File: src/rtl/mem_wb_writeback.sv
// MEM/WB writeback stage: registers ALU result or load data onto the register-file write port.
// Optional LOAD_EXT_EN enables byte/half selection and sign/zero extension of load data.
module mem_wb_writeback #(
  parameter int DATA_W   = 32,
  parameter int REG_AW   = 5,
  parameter int MAX_WAIT = 15
) (
  input  logic              clk,
  input  logic              rst_n,
  input  logic              ex_valid,
  input  logic [DATA_W-1:0] ex_alu_result,
  input  logic [REG_AW-1:0] ex_write_reg,
  input  logic              ex_reg_write,
  input  logic              ex_mem_to_reg,
  input  logic [2:0]        ex_load_type,
  input  logic              flush,
  input  logic [DATA_W-1:0] mem_rdata,
  input  logic              mem_ready,
  output logic              mem_stall,
  output logic              mem_err,
  output logic              wb_reg_write,
  output logic [REG_AW-1:0] wb_write_reg,
  output logic [DATA_W-1:0] wb_write_data
);

  typedef enum logic {IDLE = 1'b0, WAIT = 1'b1} state_t;

  localparam logic [7:0] MAX_WAIT_C = 8'(MAX_WAIT);

  state_t              state_q, state_d;
  logic [7:0]          cnt_q, cnt_d;
  logic [REG_AW-1:0]   lat_reg_q, lat_reg_d;
  logic                lat_we_q, lat_we_d;
  logic                wb_we_q, wb_we_d;
  logic [REG_AW-1:0]   wb_reg_q, wb_reg_d;
  logic [DATA_W-1:0]   wb_data_q, wb_data_d;
  logic                err_q, err_d;
  logic [DATA_W-1:0]   idle_load_data;
  logic [DATA_W-1:0]   wait_load_data;
  logic                accepted;
  logic                ex_we;

`ifdef LOAD_EXT_EN
  logic [1:0] lat_off_q;
  logic [2:0] lat_type_q;

  function automatic logic [DATA_W-1:0] load_ext(input logic [DATA_W-1:0] rdata,
                                                 input logic [1:0]        off,
                                                 input logic [2:0]        typ);
    logic [7:0]  b;
    logic [15:0] h;
    b = rdata[8*off +: 8];
    h = off[1] ? rdata[31:16] : rdata[15:0];
    case (typ)
      3'b001:  load_ext = {{(DATA_W-8){b[7]}}, b};
      3'b010:  load_ext = {{(DATA_W-8){1'b0}}, b};
      3'b011:  load_ext = {{(DATA_W-16){h[15]}}, h};
      3'b100:  load_ext = {{(DATA_W-16){1'b0}}, h};
      default: load_ext = rdata;
    endcase
  endfunction

  // Offset and type must survive the WAIT period along with the destination.
  always_ff @(posedge clk or negedge rst_n) begin
    if (!rst_n) begin
      lat_off_q  <= 2'b00;
      lat_type_q <= 3'b000;
    end else if (state_q == IDLE && accepted && ex_mem_to_reg && !mem_ready) begin
      lat_off_q  <= ex_alu_result[1:0];
      lat_type_q <= ex_load_type;
    end
  end

  assign idle_load_data = load_ext(mem_rdata, ex_alu_result[1:0], ex_load_type);
  assign wait_load_data = load_ext(mem_rdata, lat_off_q, lat_type_q);
`else
  logic unused_load_type;
  assign unused_load_type = ^ex_load_type;
  assign idle_load_data   = mem_rdata;
  assign wait_load_data   = mem_rdata;
`endif

  assign accepted = ex_valid & ~flush;
  assign ex_we    = ex_reg_write & (ex_write_reg != '0);

  assign mem_stall = ((state_q == IDLE) & ex_valid & ex_mem_to_reg & ~mem_ready & ~flush)
                   | ((state_q == WAIT) & ~mem_ready & ~flush);

  always_comb begin
    state_d   = state_q;
    cnt_d     = cnt_q;
    lat_reg_d = lat_reg_q;
    lat_we_d  = lat_we_q;
    wb_we_d   = 1'b0;
    wb_reg_d  = wb_reg_q;
    wb_data_d = wb_data_q;
    err_d     = 1'b0;
    case (state_q)
      IDLE: begin
        if (accepted) begin
          if (!ex_mem_to_reg) begin
            wb_we_d   = ex_we;
            wb_reg_d  = ex_write_reg;
            wb_data_d = ex_alu_result;
          end else if (mem_ready) begin
            wb_we_d   = ex_we;
            wb_reg_d  = ex_write_reg;
            wb_data_d = idle_load_data;
          end else begin
            lat_reg_d = ex_write_reg;
            lat_we_d  = ex_we;
            cnt_d     = 8'd1;
            state_d   = WAIT;
          end
        end
      end
      WAIT: begin
        // Flush outranks a same-cycle mem_ready: the load is dead either way.
        if (flush) begin
          state_d = IDLE;
          cnt_d   = 8'd0;
        end else if (mem_ready) begin
          wb_we_d   = lat_we_q;
          wb_reg_d  = lat_reg_q;
          wb_data_d = wait_load_data;
          state_d   = IDLE;
          cnt_d     = 8'd0;
        end else if (cnt_q == MAX_WAIT_C) begin
          err_d   = 1'b1;
          state_d = IDLE;
          cnt_d   = 8'd0;
        end else begin
          cnt_d = cnt_q + 8'd1;
        end
      end
      default: state_d = IDLE;
    endcase
  end

  always_ff @(posedge clk or negedge rst_n) begin
    if (!rst_n) begin
      state_q   <= IDLE;
      cnt_q     <= 8'd0;
      lat_reg_q <= '0;
      lat_we_q  <= 1'b0;
      wb_we_q   <= 1'b0;
      wb_reg_q  <= '0;
      wb_data_q <= '0;
      err_q     <= 1'b0;
    end else begin
      state_q   <= state_d;
      cnt_q     <= cnt_d;
      lat_reg_q <= lat_reg_d;
      lat_we_q  <= lat_we_d;
      wb_we_q   <= wb_we_d;
      wb_reg_q  <= wb_reg_d;
      wb_data_q <= wb_data_d;
      err_q     <= err_d;
    end
  end

  assign mem_err       = err_q;
  assign wb_reg_write  = wb_we_q;
  assign wb_write_reg  = wb_reg_q;
  assign wb_write_data = wb_data_q;

endmodule

File: config.mk
export PLATFORM = sky130hd
export DESIGN_NAME = mem_wb_writeback
export DESIGN_NICKNAME = d
export VERILOG_FILES = /design/src/rtl/mem_wb_writeback.sv
export SDC_FILE = /design/constraint.sdc
export NUM_CORES = 1
export LEC_CHECK = 0
export CAP_MARGIN = 20
export CORE_ASPECT_RATIO = 0.5
export CORE_MARGIN = 2
export CORE_UTILIZATION = 30
export DETAILED_ROUTE_END_ITERATION = 6
export PLACE_DENSITY = 0.65
export SLEW_MARGIN = 20
export SYNTH_ARGS = -nofsm -noshare
export SYNTH_HDL_FRONTEND = slang
export SYNTH_SLANG_ARGS = --single-unit
File: constraint.sdc
create_clock -name clk -period 1.4 [get_ports clk]
set_input_delay 0.35 -clock clk [delete_from_list [all_inputs] [get_ports clk]]
set_output_delay 0.35 -clock clk [all_outputs]
set_load 0.01 [all_outputs]
# After elaboration in Yosys (flattened, before gate mapping)
# Index checks and enable logic that the tools add are counted.
[totals]
regBits = 54
input_bits = 79
output_inout_bits = 40
[classes]
n_addsub = 1
n_eq_ne = 7
muxes = 35
bitwise = 12
n_reduce_logical = 5
[ops]
columns = ["op", "n"]
rows = [
  ["2-to-1 mux 32 bit", 4],
  ["one-hot mux 32 bit (2 select lines)", 1],
  ["2-to-1 mux 8 bit", 6],
  ["2-to-1 mux 5 bit", 5],
  ["one-hot mux 8 bit (2 select lines)", 1],
  ["2-to-1 mux 1 bit", 15],
  ["!= test 2 bit, second input constant", 5],
  ["one-hot mux 5 bit (2 select lines)", 1],
  ["adder 8 x 1 -> 8 bit, second input constant", 1],
  ["AND 1 bit", 8],
  ["equality test 8 x 4 -> 1 bit, second input constant", 1],
  ["AND reduction 4 bit", 2],
  ["nonzero test 5 bit", 1],
  ["one-hot mux 1 bit (2 select lines)", 2],
  ["!= test 3 bit, second input constant", 1],
  ["NOT 1 bit", 3],
  ["AND reduction 3 bit", 1],
  ["AND reduction 2 bit", 1],
  ["OR 1 bit", 1],
]

# Depth between registers and ports, before layout
[logic_depth]
ltp_word = 6
mapped_depth = 6
ltp_nobuf = 5

# Least setup slack after synthesis
# Ideal clock, no wire load.
[synth_path]
kind = "flip-flop to output port"
startpoint = "register state_q"
endpoint = "output mem_stall"
t_arrival_ps = 1019
t_required_ps = 1050
path_slack_ps = 31
path_stages_with_launch = 4
n_path_buf = 1
path_cell_list = "dfrtp_1 buf_6 or3b_1 nand2_1"
[synth_between]
elab_chain_len = 6
[synth_lines]
columns = ["item", "line", "source"]
rows = [
  ["from (decl)", "30", "state_t state_q, state_d;"],
  ["from (signal assigned)", "151", "state_q <= state_d;"],
  ["NOT 1 bit (no line)", "n/a", ""],
  ["AND 1 bit (4 in a row)", "86", "assign mem_stall = ((state_q == IDLE) & ex_valid & ex_mem_to_reg & ~mem_ready & ~flush)"],
  ["OR 1 bit *", "87", "| ((state_q == WAIT) & ~mem_ready & ~flush);"],
  ["to (decl)", "19", "output logic mem_stall,"],
]
# Every way passes the cells marked *; elsewhere a longest branch is shown, timed or not.

# Worst setup path in the final report
# Ends and elaborated chain as after synthesis.

==> out/qor.yml <==
outcome: "complete, but fails checks"
violations: "negative setup slack"
grtUsageTotal_pct: 14.8
routed-via-count: 2300
wl_um: 7540
syn_inst: 235
highest_layer: "met4"
diodes: 0
worst_slew_pin_slew_ns: 0.364
synthTopCellsByArea: "dfrtp_1 47%, mux2i_1 13%, o21ai_2 11%, nand2_2 8.1%, buf_12 3.5%"
first_global_vias: 2444
grt_setup_unrepaired: "true"
ir_worst_vdd_v: 0.000501
initial_utilization_pct: 30.6
setup_viol: 39
cp-start-kind: "flip-flop"
die_w_um: 142
critPathBufInv: 1
dpl.cell_count: 485
ys_seq_elements: 54
ys_seq_area_share_pct: 47.1
clk_latency_ns: 0.30
htreeDepth: 2
drive_above_1_share_pct: 39.5
area_growth_pct: 64.7
powerDensity_nw_per_um2: 1020
dpl-instance-area_um2: 4280
path_max_fanout: 3
instances_no_fill: 503
netlist_area_um2: 2870
crit_arrival_ns: 1.23
largest_reg_flops: 32
clock-skew-final_ns: 0.00950
fin_area_um2: 4730
relSlewSlack_pct: 75.7
synth.net_count: 315
maxCapViolations: 0
routed_via_density: 4.57
design.portCount: 119
dr_wl_met3_um: 189
grt_max_degree: 41
hold_viol: 0
gp_congestion: 0.852
fin_crit_sh_pct: 113
utilization_pct: 50.4
rows: 25
drtAntennaViolNets: 0
overflow: 0
fillers: 822
drcViolationCount: 0
crit_chain: "or3b_4, nand2_2, buf_6"
avgSynthCellArea_um2: 12.2
clock_path_buffers: 2
cts_tree: "done"
fmax_mhz: 634
first_pass_iters: 4
yosysTopAreaCell: "dfrtp_1"
wire_per_inst_um: 15.0
cts_inserted_buffers: 5
antenna_found_initial: 0
yosys_warnings: 0
wl_met1_um: 3050
yosys.cell_types.count: 35
max_stage_delay_ns: 0.39
clkTransAtPathRegs_ns: 0.07
drt_iter0_markers: 65
crit_required_ns: 1.05
synth_top_area_share_pct: 47.1
critPathCaptureType: "output port"
crit_family: "simple AND/OR/NAND/NOR gates"
hp-class: "in -> reg"
final_nets: 462
port_buffers: 115
cts_sinks: 54
finalCriticalPeriod_ns: 1.58
final_common_cell: "clkdlybuf4s50_1"
holdWs_ns: 0.447
fin_tns_setup_ns: -4.44
cp_slowest_cell: "or3b_4"
worst_slack_ns: -0.177
setup.worst_path.class: "reg -> out"
dp_hpwl_um: 5430
cts_root_buffer: "clkbuf_16"
die_y_um: 73.2
route.met2.wl_um: 4210
grt_pass1_wl_um: 11900
power.leakage_nw: 2.13
core_um2: 9380
final_cell_mix: "68 x clkdlybuf4s50_1, 54 x dfrtp_1, 43 x dlygate4sd2_1, 38 x nand2_2, 37 x o21ai_2"
dieArea_um2: 10400
slew_violations: 0
cells by family after synthesis:
logic type / count (synthesis) / share of synthesized area [%]
xor+xnor: 5 / 1.52
mux: 42 / 14.9
flops: 54 / 47.1
buf+inv: 15 / 6.06
fa+ha+maj: 1 / 0.436
simple gates: 66 / 14.7
compound gates: 52 / 15.3
worst min-delay path, cell delays in order:
cell	delay, ns
dlymetal6s2s_1	0.12
buf_4	0.13
mux2_1	0.12
synth_stat cells (all sizes together):
master	n
dfrtp	54
o21ai	44
nand2	42
mux2i	37
buf	13
nor2	10
mux2	5
xor2	5
a21oi	2
and4	2
inv	2
nand4	2
o2111ai	2
o211ai	2
a22o	1
and2	1
and3	1
and4bb	1
ha	1
nand3b	1
nand4b	1
nor3	1
nor3b	1
nor4	1
o221ai	1
or3b	1
or4	1
metal layers:
metal	up-vias	global-route usage, %
met5	-	0
met4	0	3.96
met3	8	2.82
met2	29	28.3
met1	1121	17.2
li1	1142	-
path summary, 6_finish.rpt:
kind	slack, ns	to	cells after the start	start
setup / recovery	-0.18	mem_stall	3	state_q
hold / removal	0.45	lat_reg_q[1]	3	ex_write_reg[1]
setup reg to reg	-0.15	wb_write_data[4]	6	state_q
hold reg to reg	0.47	wb_write_data[21]	2	wb_write_data[21]
max in group asynchronous	0.36	wb_write_data[16]	3	rst_n
min in group asynchronous	0.49	lat_we_q	2	rst_n
where the power goes:
group	internal (mW)	switching, mW
clock network	0.884	0.551
logic	0.778	0.634
registers	1.81	0.160
total	3.47	1.34
what timing repair did:
item,4_1_cts,5_1_grt
buffers inserted,5,2
gates cloned,3,0
gates resized for setup,72,16
endpoints found under the setup margin,91,43
hold endpoints to repair,14,0
hold buffers,1,0
pin swaps,5,7
per-stage QoR:
step / power (mW) / setup WS, ns
3_3_place_gp: 3.40 / -0.760
2_1_floorplan: 2.63 / 0.0315
3_5_place_dp: 3.44 / -0.791
5_1_grt: 5.05 / -0.223
6_report: 4.81 / -0.177
4_1_cts: 4.86 / -0.185
area by class of cell:
class,count,area (um^2),area share [%]
Timing Repair Buffer,153,1530,32.3
Multi-Input combinational cell,166,1520,32.2
Sequential cell,54,1350,28.6
Tap cell,121,151,3.20
Clock buffer,6,139,2.94
Clock inverter,1,30.0,0.635
Inverter,2,7.51,0.159
No activity file was read; power rests on OpenSTA's default activity.
